File: config.mk
export PLATFORM = sky130hd
export DESIGN_NAME = spi_slave_regfile_flat
export DESIGN_NICKNAME = d
export VERILOG_FILES = /design/src/rtl/spi_slave_regfile_if.sv /design/src/rtl/spi_slave_regfile.sv /design/src/flat_wrapper.sv
export SDC_FILE = /design/constraint.sdc
export NUM_CORES = 1
export LEC_CHECK = 0
export ABC_CLOCK_PERIOD_IN_PS = 2270
export CAP_MARGIN = 20
export CORE_MARGIN = 3
export CORE_UTILIZATION = 54
export CTS_CLUSTER_SIZE = 28
export DETAILED_ROUTE_END_ITERATION = 10
export PLACE_DENSITY = 0.89
export SYNTH_ARGS = -nofsm -noshare
export SYNTH_HDL_FRONTEND = slang
export SYNTH_SLANG_ARGS = --single-unit
export TNS_END_PERCENT = 30
File: constraint.sdc
create_clock -name clk_i -period 2.27 [get_ports clk_i]
set_input_delay 0.454 -clock clk_i [delete_from_list [all_inputs] [get_ports clk_i]]
set_output_delay 0.454 -clock clk_i [all_outputs]
set_load 0.01 [all_outputs]
File: src/rtl/spi_slave_regfile_if.sv
// SPI pins and register-bank outputs of spi_slave_regfile, grouped for port connection.
interface spi_slave_regfile_if #(
  parameter int unsigned NREGS = 8
);
  logic                 sck_i;
  logic                 ss_i;
  logic                 mosi_i;
  logic                 miso_o;
  logic [8*NREGS-1:0]   regs_o;
  logic                 wr_stb_o;
  logic [2:0]           wr_adr_o;

  modport master (
    output sck_i, ss_i, mosi_i,
    input  miso_o, regs_o, wr_stb_o, wr_adr_o
  );

  modport slave (
    input  sck_i, ss_i, mosi_i,
    output miso_o, regs_o, wr_stb_o, wr_adr_o
  );
endinterface

File: src/rtl/spi_slave_regfile.sv
// SPI mode-0 slave exposing a small byte-addressed register bank; serial inputs are
// oversampled on the system clock and edge-detected after a 2-flop synchronizer.
module spi_slave_regfile #(
  parameter int unsigned NREGS       = 8,
  parameter logic [7:0]  STATUS_BYTE = 8'hA5,
  parameter logic [7:0]  RESET_VAL   = 8'h00
) (
  input logic                clk_i,
  input logic                rst_i,
  spi_slave_regfile_if.slave bus
);
  localparam int unsigned AW = (NREGS > 1) ? $clog2(NREGS) : 1;

  typedef enum logic [1:0] {IDLE, CMD, DATA} state_t;

  state_t        state;
  logic [1:0]    sck_sync, ss_sync, mosi_sync;
  logic          sck_d, ss_d;
  logic [2:0]    bit_cnt;
  logic [7:0]    rx_sh, tx_sh;
  logic [AW-1:0] adr;
  logic          is_read, load_pend;
  logic [7:0]    regs [NREGS];
  logic          wr_stb;
  logic [2:0]    wr_adr;

  logic       sck_rise, sck_fall, ss_rise, ss_fall;
  logic [7:0] rx_byte;

  assign sck_rise = sck_sync[1] & ~sck_d;
  assign sck_fall = ~sck_sync[1] & sck_d;
  assign ss_rise  = ss_sync[1] & ~ss_d;
  assign ss_fall  = ~ss_sync[1] & ss_d;
  assign rx_byte  = {rx_sh[6:0], mosi_sync[1]};

  always_ff @(posedge clk_i) begin
    if (rst_i) begin
      state     <= IDLE;
      sck_sync  <= '0;
      mosi_sync <= '0;
      sck_d     <= 1'b0;
      // ss history resets low so a frame already in progress cannot look like a
      // fresh falling edge; a real high-then-low is needed before CMD is entered.
      ss_sync   <= '0;
      ss_d      <= 1'b0;
      bit_cnt   <= '0;
      rx_sh     <= '0;
      tx_sh     <= '0;
      adr       <= '0;
      is_read   <= 1'b0;
      load_pend <= 1'b0;
      wr_stb    <= 1'b0;
      wr_adr    <= '0;
      for (int unsigned k = 0; k < NREGS; k++) regs[k] <= RESET_VAL;
    end else begin
      sck_sync  <= {sck_sync[0], bus.sck_i};
      ss_sync   <= {ss_sync[0], bus.ss_i};
      mosi_sync <= {mosi_sync[0], bus.mosi_i};
      sck_d     <= sck_sync[1];
      ss_d      <= ss_sync[1];
      wr_stb    <= 1'b0;

      if (ss_rise) begin
        state     <= IDLE;
        bit_cnt   <= '0;
        tx_sh     <= '0;
        load_pend <= 1'b0;
      end else begin
        case (state)
          IDLE: begin
            if (ss_fall) begin
              state     <= CMD;
              tx_sh     <= STATUS_BYTE;
              bit_cnt   <= '0;
              load_pend <= 1'b0;
            end
          end
          CMD, DATA: begin
            if (sck_rise) begin
              rx_sh   <= rx_byte;
              bit_cnt <= bit_cnt + 3'd1;
              if (bit_cnt == 3'd7) begin
                if (state == CMD) begin
                  is_read   <= rx_byte[7];
                  adr       <= rx_byte[AW-1:0];
                  load_pend <= rx_byte[7];
                  state     <= DATA;
                end else if (is_read) begin
                  load_pend <= 1'b1;
                end else begin
                  regs[adr] <= rx_byte;
                  wr_stb    <= 1'b1;
                  wr_adr    <= 3'(adr);
                  adr       <= adr + 1'b1;
                end
              end
            end else if (sck_fall) begin
              // Read data is fetched on the falling edge closing each byte so the
              // MSB is on MISO before the next rising edge.
              if (load_pend) begin
                tx_sh     <= regs[adr];
                adr       <= adr + 1'b1;
                load_pend <= 1'b0;
              end else begin
                tx_sh <= {tx_sh[6:0], 1'b0};
              end
            end
          end
          default: state <= IDLE;
        endcase
      end
    end
  end

  assign bus.miso_o   = tx_sh[7];
  assign bus.wr_stb_o = wr_stb;
  assign bus.wr_adr_o = wr_adr;

  for (genvar g = 0; g < NREGS; g++) begin : g_regs_out
    assign bus.regs_o[8*g +: 8] = regs[g];
  end
endmodule

File: src/flat_wrapper.sv
// flat-port wrapper written by rule: the top's interface ports become plain ports
module spi_slave_regfile_flat 
#(
  parameter int unsigned NREGS       = 8,
  parameter logic [7:0]  STATUS_BYTE = 8'hA5,
  parameter logic [7:0]  RESET_VAL   = 8'h00
)
  (clk_i, rst_i, bus_sck_i, bus_ss_i, bus_mosi_i, bus_miso_o, bus_regs_o, bus_wr_stb_o, bus_wr_adr_o);
  spi_slave_regfile_if #(.NREGS(NREGS)) bus_i ();
  input logic clk_i;
  input logic rst_i;
  input wire logic [$bits(bus_i.sck_i)-1:0] bus_sck_i;
  input wire logic [$bits(bus_i.ss_i)-1:0] bus_ss_i;
  input wire logic [$bits(bus_i.mosi_i)-1:0] bus_mosi_i;
  output wire logic [$bits(bus_i.miso_o)-1:0] bus_miso_o;
  output wire logic [$bits(bus_i.regs_o)-1:0] bus_regs_o;
  output wire logic [$bits(bus_i.wr_stb_o)-1:0] bus_wr_stb_o;
  output wire logic [$bits(bus_i.wr_adr_o)-1:0] bus_wr_adr_o;
  assign bus_i.sck_i = bus_sck_i;
  assign bus_i.ss_i = bus_ss_i;
  assign bus_i.mosi_i = bus_mosi_i;
  assign bus_miso_o = bus_i.miso_o;
  assign bus_regs_o = bus_i.regs_o;
  assign bus_wr_stb_o = bus_i.wr_stb_o;
  assign bus_wr_adr_o = bus_i.wr_adr_o;
  spi_slave_regfile #(.NREGS(NREGS), .STATUS_BYTE(STATUS_BYTE), .RESET_VAL(RESET_VAL)) u_core (.clk_i(clk_i), .rst_i(rst_i), .bus(bus_i));
endmodule
==> reports/qor.txt <==
Hold WC Path Type -> flop to flop
global placement routability congestion -> 0.8875
clock-pin slew on the worst setup and hold paths -> 0.10 ns
Die ar. -> 10,170 um^2
HPWL Detailed -> 8899 um
Worst EP required -> 2.30 ns
GRT overflow -> 0
Net Sw Frac -> 0.2499
Initial Utilization -> 0.5738
clock tree from TritonCTS -> yes
critical path arrival -> 2.19 ns
crit start category -> flop
share of layout cells above drive strength 1 -> 0.1279
largest net degree at the start of global routing -> 22
Setup Viol. Count Final -> 0
wire per inst -> 21.31 um
GRT Overall Usage -> 0.2558
core box area -> 8464 um^2
status -> finished, final reports clean
vias in the first global route -> 3,544
FILL cells -> 568
commonest cells after routing, fill and taps aside -> clkdlybuf4s50_1 (73), and2_1 (65), edfxtp_1 (64), dfxtp_1 (40), mux2i_1 (30)
max-cap viol count -> 0
Post-synth EDFFs -> 64
drc violations -> 0
Lkg Pwr -> 0.002169 uW
part of the power in registers -> 0.585
number of post-CTS setup repair buffers -> 0
synthesis-to-layout area growth -> 22.49%
worst slack, placed -> 0.008167 ns
Netlist cell types -> 60
later-pin clock latency in the skew report -> 0.36 ns
Slew HR -> 0.5994
clk buf depth -> 2
setup TNS -> 0 ns
Final Max Slew Viols -> 0
Post-Syn Nets -> 401
slowest stage cell on the critical path -> dfxtp_1
initial DRC count -> 330
diode count -> 0
f_max -> 462.8 MHz
CP endpoint kind -> flop
Slew @ Worst Pin -> 0.6008 ns
Routed Antenna Nets -> 0
register area share after synthesis -> 0.5605
GRT busiest layer -> met2
vias per cell -> 6.148
CP Class -> flop to flop
met1 usage -> 0.3339
cts bufs inserted -> 9
initial antenna violation count -> 0
Async SR Flop Fraction -> 0
PortBufs -> 73
ys flop type -> edfxtp_1
fin worst setup slack -> 0.1092 ns
hold_buf cts -> 0
first-pass GRT wire length -> 19,440 um
Final Hold Viols -> 0
Cell Chain, Critical Path -> ha_1 > ha_1 > nor3b_2 > nand4_4 > buf_12 > nor3_4 > or2_1
P_sw -> 914.1 uW
peak supply drop -> 0.6007 mV
most common cell after layout, fill and taps aside -> clkdlybuf4s50_1
GR Util met3 -> 0.04291
Root Driver -> clkbuf_8
PD cells -> 614.7 nW/um^2
Die H -> 100.8 um
drt first pass iters -> 5
clock sinks -> 104
max incr delay on CP -> 0.40 ns
crit-path max FO -> 12
Power Internal -> 2743 uW
final critical-path share of the clock period -> 0.9519
register area -> 2723 um^2
Ports -> 74
H-tree levels -> 3
skew final -> 0.01075 ns
GRT met2 Usage -> 0.4243
Mapped Area -> 4857 um^2
via count -> 3,578
#FFs+latches synth -> 104
synth warn -> 0
Die X-Extent -> 100.8 um
mean post-synth cell area -> 12.49 um^2
post-route minimum period -> 2.161 ns
multi-input logic area -> 1986 um^2
Combinational Power Share -> 0.105
cell count after synthesis -> 389
layout net count -> 484
Top cell by count, worst path -> ha_1
Core Rows -> 33
drt total wl -> 12,400 um
Clk network pwr share -> 0.310
-- cells in the mapped netlist, types with 5 or more instances --
master,instances,share of area
a21oi_1,13,0.013
a22oi_1,5,0.0077
and2_1,65,0.084
clkbuf_1,9,0.0070
dfxtp_1,40,0.16
edfxtp_1,64,0.40
ha_1,7,0.018
inv_1,7,0.0054
mux2i_1,30,0.062
mux4_2,8,0.037
nand2_1,11,0.0085
nand2b_1,6,0.0077
nand3_1,6,0.0062
nand4_1,6,0.0077
nor2_1,24,0.019
nor2b_1,14,0.018
nor3_4,6,0.020
or2_1,6,0.0077
-- routing by layer --
layer,vias up,part of all wire,routed length (um)
met4,0,0.037,454
met3,43,0.090,1113
met2,222,0.49,6068
li1,1578,-,-
met5,-,0,0
met1,1735,0.38,4767
-- cells by family after synthesis --
group / after synthesis / share of synthesized area
buffers and inverters: 27 / 0.03297
AOI/OAI and AO/OA: 47 / 0.06930
muxes: 39 / 0.1043
adders and majority gates: 7 / 0.01803
DFF: 104 / 0.5605
and+or+nand+nor: 165 / 0.2148
-- cell type report --
class | instances | area share
multi-input combinational | 258 | 0.3338
inverter | 7 | 0.004416
clock buffer | 11 | 0.02545
sequential | 104 | 0.4576
timing repair buffer | 92 | 0.1489
clock inverter | 5 | 0.007781
tap | 105 | 0.02208
-- power by group through the flow --
stage | combinational [uW] | sequential (uW) | clock [uW]
4_1_cts | 382 | 2140 | 1140
5_1_grt | 411 | 2150 | 1210
2_1_floorplan | 172 | 2190 | 0
3_5_place_dp | 380 | 2180 | 0
3_3_place_gp | 369 | 2180 | 0
6_report | 385 | 2140 | 1130
-- flip-flops by register name (all words and copies together), names as in the netlist, named ones only --
name                 flops
u_core.adr               3
u_core.bit_cnt           3
u_core.bus.wr_adr_o      3
u_core.bus.wr_stb_o      1
u_core.is_read           1
u_core.load_pend         1
u_core.mosi_sync         2
u_core.regs             64
u_core.rx_sh             7
u_core.sck_d             1
u_core.sck_sync          2
u_core.ss_d              1
u_core.ss_sync           2
u_core.state             2
u_core.tx_sh             8
-- worst max-delay path: cells and delay by family (launching register included) --
kind | cells | cell delay (ns)
adders and majority gates | 2 | 0.35
buffers and inverters | 1 | 0.19
DFF | 1 | 0.40
and+or+nand+nor | 4 | 0.88
-- metrics by stage --
step / total power (uW) / instance area, um^2 / cells / utilization / hold slack [ns]
6_report: 3657 / 5949 / 582 / 0.7029 / 0.4521
5_1_grt: 3769 / 5949 / 582 / 0.7029 / 0.4698
2_1_floorplan: 2358 / 4857 / 389 / - / 0.4138
3_5_place_dp: 2559 / 5741 / 566 / 0.6782 / 0.4286
3_3_place_gp: 2545 / 5741 / 566 / 0.6782 / 0.4245
4_1_cts: 3657 / 5938 / 582 / 0.7016 / 0.4580
-- final timing paths --
path | endpoint | cells after the start | slack, ns | start
hold / removal | u_core.mosi_sync[1] | 1 | 0.45 | u_core.mosi_sync[0]
setup reg to reg | u_core.regs[7][6] | 7 | 0.11 | u_core.bit_cnt[0]
setup / recovery | u_core.regs[7][6] | 7 | 0.11 | u_core.bit_cnt[0]
hold reg to reg | u_core.mosi_sync[1] | 1 | 0.45 | u_core.mosi_sync[0]
-- repair_timing --
item,4_1_cts,5_1_grt
hold endpoints to repair,0,0
gates resized for setup,0,3
setup endpoints to repair,0,9
Note: power is estimated with default switching activity, not from simulation.
